[config.mk]
export PLATFORM = sky130hd
export DESIGN_NAME = operand_entry
export DESIGN_NICKNAME = d
export VERILOG_FILES = /design/src/rtl/operand_entry.sv
export SDC_FILE = /design/constraint.sdc
export NUM_CORES = 1
export LEC_CHECK = 0
export ABC_CLOCK_PERIOD_IN_PS = 42300
export CAP_MARGIN = 20
export CORE_MARGIN = 8
export CORE_UTILIZATION = 55
export DETAILED_ROUTE_END_ITERATION = 16
export PLACE_DENSITY = 0.8
export SKIP_CTS_REPAIR_TIMING = 1
export SYNTH_ARGS = -nofsm -noshare
export SYNTH_HDL_FRONTEND = slang
export SYNTH_SLANG_ARGS = --single-unit
export TNS_END_PERCENT = 50
[constraint.sdc]
create_clock -name CLK -period 42.3 [get_ports CLK]
set_input_delay 4.23 -clock CLK [delete_from_list [all_inputs] [get_ports CLK]]
set_output_delay 4.23 -clock CLK [all_outputs]
set_load 0.05 [all_outputs]
[src/rtl/operand_entry.sv]
// Keypad operand builder: appends decimal digits on a commit key, drops the last digit on
// backspace, and exposes the binary operand plus a 6-digit display window.
module operand_entry #(
    parameter logic [1:0]  ENTRY_STAGE = 2'd0,
    parameter int unsigned MAX_DIG     = 12
) (
    input  logic        CLK,
    input  logic        rst_n,
    input  logic [1:0]  stage,
    input  logic        skey0,
    input  logic        skey1,
    input  logic [3:0]  sw_digit,
    output logic [39:0] value,
    output logic [3:0]  ndig,
    output logic [19:0] disp,
    output logic        err,
    output logic        active
);

    localparam logic [3:0] NDIG_MAX = 4'(MAX_DIG);

    typedef enum logic {StIdle, StEntry} state_e;

    state_e      r_state, w_state_d;
    logic [39:0] r_value, w_value_d;
    logic [3:0]  r_ndig,  w_ndig_d;
    logic        r_err,   w_err_d;
    logic [1:0]  r_arm,   w_arm_d;
    logic [39:0] w_times10;
    logic        w_p0, w_p1;

    assign w_times10 = (r_value << 3) + (r_value << 1);

    always_comb begin
        w_state_d = r_state;
        w_value_d = r_value;
        w_ndig_d  = r_ndig;
        w_err_d   = r_err;
        w_arm_d   = r_arm;
        w_p0      = 1'b0;
        w_p1      = 1'b0;
        case (r_state)
            StIdle: begin
                if (stage == ENTRY_STAGE) begin
                    w_state_d = StEntry;
                    w_value_d = '0;
                    w_ndig_d  = '0;
                    w_err_d   = 1'b0;
                    w_arm_d   = '0;
                end
            end
            StEntry: begin
                if (stage != ENTRY_STAGE) begin
                    w_state_d = StIdle;
                end else begin
                    w_p0    = r_arm[0] & ~skey0;
                    w_p1    = r_arm[1] & ~skey1;
                    // Arm tracks the released level, so a held key disarms after one press.
                    w_arm_d = {skey1, skey0};
                    if (w_p0 && w_p1) begin
                        w_err_d = 1'b1;
                    end else if (w_p0) begin
                        if (sw_digit > 4'd9 || r_ndig == NDIG_MAX) begin
                            w_err_d = 1'b1;
                        end else if (r_value == '0 && sw_digit == 4'd0) begin
                            w_err_d = 1'b0;
                        end else begin
                            w_value_d = w_times10 + {36'd0, sw_digit};
                            w_ndig_d  = r_ndig + 4'd1;
                            w_err_d   = 1'b0;
                        end
                    end else if (w_p1) begin
                        if (r_ndig != 4'd0) begin
                            w_value_d = r_value / 40'd10;
                            w_ndig_d  = r_ndig - 4'd1;
                        end
                        w_err_d = 1'b0;
                    end
                end
            end
            default: w_state_d = StIdle;
        endcase
    end

    always_ff @(posedge CLK or negedge rst_n) begin
        if (!rst_n) begin
            r_state <= StIdle;
            r_value <= '0;
            r_ndig  <= '0;
            r_err   <= 1'b0;
            r_arm   <= '0;
        end else begin
            r_state <= w_state_d;
            r_value <= w_value_d;
            r_ndig  <= w_ndig_d;
            r_err   <= w_err_d;
            r_arm   <= w_arm_d;
        end
    end

    assign value  = r_value;
    assign ndig   = r_ndig;
    assign err    = r_err;
    assign active = (r_state == StEntry);
    assign disp   = 20'(r_value % 40'd1000000);

endmodule

== After elaboration in Yosys (flattened, before gate mapping) ==
Index checks and enable logic that the tools add are counted.

* Output and inout bits: 66
* Bits in registers: 48
* Input port bits: 10
* Logic and storage cells: 68

* Mux-type cells: 31
* Equality and inequality tests: 9
* Bitwise operators: 5
* Div/mod/pow operators: 2
* Order comparisons: 1
* Add/subtract/negate cells: 4
* Reductions and logical operators: 11

{| class="wikitable"
|+ Operator list
! kind !! number
|-
| $mux W40 || 8
|-
| $pmux W40 S2 || 1
|-
| $add A40 B4 Y40 || 1
|-
| $add A40 B40 Y40 || 1
|-
| $div A40 B4 Y40 const B || 1
|-
| $logic_not A40 Y1 || 1
|-
| $mod A40 B20 Y40 const B || 1
|-
| $mux W4 || 8
|-
| $mux W1 || 8
|-
| $pmux W4 S2 || 1
|-
| $reduce_and A7 Y1 || 1
|-
| $ne A2 B2 Y1 const B || 3
|-
| $ne A3 B1 Y1 const B || 2
|-
| $ne A3 B3 Y1 const B || 2
|-
| $add A4 B1 Y4 const B || 1
|-
| $eq A4 B4 Y1 const B || 1
|-
| $gt A4 B4 Y1 const B || 1
|-
| $logic_not A4 Y1 || 1
|-
| $mux W2 || 2
|-
| $ne A4 B1 Y1 const B || 1
|-
| $pmux W1 S2 || 2
|-
| $pmux W2 S2 || 1
|-
| $reduce_bool A4 Y1 || 1
|-
| $sub A4 B1 Y4 const B || 1
|-
| 8 further kinds || 12
|}

== Longest topological paths before layout ==
* Word-level depth: 8
* Gate-level depth with buffers: 97
* Gate-level depth less buffers: 79

== Worst setup path before layout ==
OpenSTA, ideal clock, no wires.

* Path type: reg-to-output
* Start point: reg r_value[34], in the netlist value[34]
* End point: out disp[8]
* Data required time: 38.070 ns
* Cell stages (with the launch flop): 86
* Setup slack: 16.810 ns
* Data arrival time: 21.260 ns
* Buffers on the path: 7
* Cell sequence: dfrtp_1 > buf_4 > nor2_2 > buf_2 > o311a_1 > a21oi_4 > nor4_1 > o31ai_1 > a21oi_2 > o21ai_4 > and4_1 > mux2_1 > o211a_2 > a21o_1 > buf_6 > a311o_1 > a21oi_2 > nand3_1 > (+50 left out) > xor2_1 > o2111a_1 > o41a_2 > a21oi_4 > or2_1 > buf_4 > a22o_1 > a311oi_4 > a41oi_2 > a211oi_2 > xnor2_1 > o311ai_2 > o31ai_2 > a21oi_2 > nor2_4 > nor2_2 > maj3_2 > xnor2_1

* Longest elaborated chain between the ends: 1

{| class="wikitable"
|+ RTL lines
! element !! RTL line !! text
|-
| start: declaration || 25 || <nowiki>logic [39:0] r_value, w_value_d;</nowiki>
|-
| start signal: assignment || 94 || <nowiki>r_value <= w_value_d;</nowiki>
|-
| $mod A40 B20 Y40 || 105 || <nowiki>assign disp = 20'(r_value % 40'd1000000);</nowiki>
|-
| end: declaration || 15 || <nowiki>output logic [19:0] disp,</nowiki>
|}

Every way passes these cells.

== Final worst setup path ==
* Start point: reg r_value[39], in the netlist value[39]
* End point: out disp[8]

The elaborated chain is that of the path after synthesis.

==> run summary <==
CTS Buf Count: 5
Via Count: 22.6k
Via density: 6.99
Final Hold Viols: 0
Async SR Flop Fraction: 100%
First-pass GRT wire length: 104,000 µm
DRT Pass-1 Iters: 6
PortBufs: 75
Number of flops mapped to enable cells by yosys: 0
Top FF cell, synth: dfrtp_1
Root buf cell: clkbuf_16
CTS tree: yes
RSZ-0062 raised after global routing: false
H-tree depth: 2
Area of the mapped netlist: 20,100 µm²
Cell Rows: 70
Vias in the first global route: 21.1k
Critical path endpoint category: primary output
Syn_area_per_cell: 7.15 µm²
Critical path class: reg -> out
Max-slew violations: 0
Slew margin rel.: 30.2%
Clk sink count: 48
Die Ht: 207 µm
Worst-margin pin slew: 1.05 ns
Final setup viols: 0
DRC: 0
Worst Path Arrival: 27.69 ns
Min Tclk post-route: 31.92 ns
Top-level port count: 76
Setup WS post-layout: 10.38 ns
Final antenna-violating net count: 0
Hold WS: 0.486 ns
Crit-path max cell delay: 0.85 ns
Worst hold start: err$_DFFE_PN0P_
Final Skew: 0.0133 ns
Overall global routing resource usage: 28.3%
DP Wirelength: 48,100 µm
Worst EP required: 38.07 ns
Hold Crit Class: reg -> reg
Layout Area Growth over Synthesis: 3.78%
Synth cell types: 161
Register Area: 1200 µm²
DP Worst Slack: 11.39 ns
Status: finished, final reports clean
Seq/Total Area, Yosys: 5.99%
Maxcap violations: 0
Initial antenna violation count: 0
Post-Syn Nets: 2,895
Chip width: 207 µm
Starting density of the core: 55.3%
Yosys warnings: 0
Multi-input gate area: 17,700 µm²
Most numerous cell on the critical path: xnor2_1
Clk Latency, worst-skew pair: 0.31 ns
CP Max Fanout: 23
#FFs+latches synth: 48
Clk buf depth: 2
Final cell count without fillers: 3,227
Largest net degree at the start of global routing: 49
Crit share post-route: 75.5%
Setup TNS: 0 ns
Fmax: 31.3 MHz
ANT cells: 0
Placed cells: 3,218
Fill cell count: 3,437
NumNets Final: 2,847
CP startpoint: value[39]$_DFFE_PN0P_
Post-Syn Instances: 2,806
Layout cell share with drive strength beyond 1: 9.24%
Die area: 42,800 µm²
Wire length per cell: 19.5 µm
Crit start category: flop
Clock transition at the registers of the reported paths: 0.07 ns
Crit Reg-Reg Startpoint: value[39]$_DFFE_PN0P_
Critical-path top delay cell: o21ai_1
Std-Cell Core Area: 36,300 µm²
Iteration-0 DRC Markers: 2,443
Aggregate global routing overflow: 0
WL final: 62,900 µm
GPL Wtd Cong: 0.940
-- through the flow --
step | area (µm²) | utilization [%]
2_1_floorplan | 20100 | -
3_3_place_gp | 20600 | 56.8
3_5_place_dp | 20600 | 56.8
4_1_cts | 20800 | 57.4
5_1_grt | 20800 | 57.4
6_report | 20800 | 57.4
-- critical path: cells and delay by family (launching register included) --
family,cells,cell delay [ns]
XOR/XNOR,7,2.93
adder cells (fa/ha/maj),1,0.34
multiplexers,2,1.18
AO/OA/AOI/OAI,43,14.28
buffers and inverters,1,0.85
flip-flops,1,0.84
AND/OR/NAND/NOR,25,6.90
-- sequential cells by signal (all words and copies together), names as in the netlist --
name / flops
value: 40
ndig: 4
r_arm: 2
active: 1
err: 1
-- layout make-up --
class                      instances  share of cell area [%]
clock inverter                     3                   0.331
multi-input combinational       2532                    84.9
timing repair buffer              92                    4.18
sequential                        48                    5.77
clock buffer                       5                   0.601
tap                              468                    2.81
inverter                          79                    1.43
-- logic make-up after synthesis --
| family | synth area share [%] |
|---|---|
| flops | 5.99 |
| simple gates | 26.9 |
| fa+ha+maj | 6.86 |
| mux | 2.95 |
| compound gates | 40.9 |
| buf+inv | 5.98 |
| xor+xnor | 10.5 |
-- worst paths after layout --
kind                                          to  slack, ns  depth (start not counted)
max                                      disp[8]      10.38                         79
min in group asynchronous  value[35]$_DFFE_PN0P_       4.04                          2
max in group asynchronous  value[18]$_DFFE_PN0P_      37.81                          2
min reg2reg                      err$_DFFE_PN0P_       0.49                          2
min                              err$_DFFE_PN0P_       0.49                          2
max reg2reg                 value[0]$_DFFE_PN0P_      22.37                         70
-- cells in the mapped netlist (33+ instances only) --
| cell | n | area (µm²) |
|---|---|---|
| nand2_1 | 274 | 1030 |
| nor2_1 | 220 | 826 |
| a21oi_1 | 199 | 996 |
| xnor2_1 | 161 | 1410 |
| o21ai_0 | 153 | 766 |
| nand3_1 | 110 | 551 |
| nor3_1 | 85 | 425 |
| ha_1 | 76 | 951 |
| inv_1 | 67 | 251 |
| xor2_1 | 66 | 578 |
| a21o_1 | 63 | 473 |
| a31oi_1 | 54 | 338 |
| dfrtp_1 | 48 | 1200 |
| o211ai_1 | 47 | 353 |
| clkbuf_1 | 44 | 165 |
| o22ai_1 | 40 | 250 |
| o21a_1 | 39 | 293 |
| and2_1 | 38 | 238 |
| buf_4 | 38 | 285 |
| a211oi_1 | 37 | 278 |
| buf_2 | 33 | 165 |
-- cell usage in the layout (no fill, tap or decap), drive strengths merged, types with 36 or more instances in the layout --
cell,instances
a211oi,51
a21o,68
a21oi,213
a31oi,62
and2,46
clkdlybuf4s50,74
dfrtp,48
ha,76
inv,68
maj3,36
nand2,279
nand3,115
nor2,228
nor3,93
o211ai,51
o21a,40
o21ai,192
o22ai,45
o31ai,40
or2,40
xnor2,166
xor2,68
-- metal layers --
metal / GRT usage (%) / vias to the layer above / share of wire [%]
met4: 8.52 / 0 / 2.3
met2: 49.8 / 915 / 48
met3: 1.83 / 124 / 6.1
met1: 36.8 / 10800 / 43
met5: 0 / - / 0
li1: - / 10700 / -
Power is left out: the tool's default activity adds up to more than one toggle a clock period on the data nets, which glitch-free logic cannot reach.
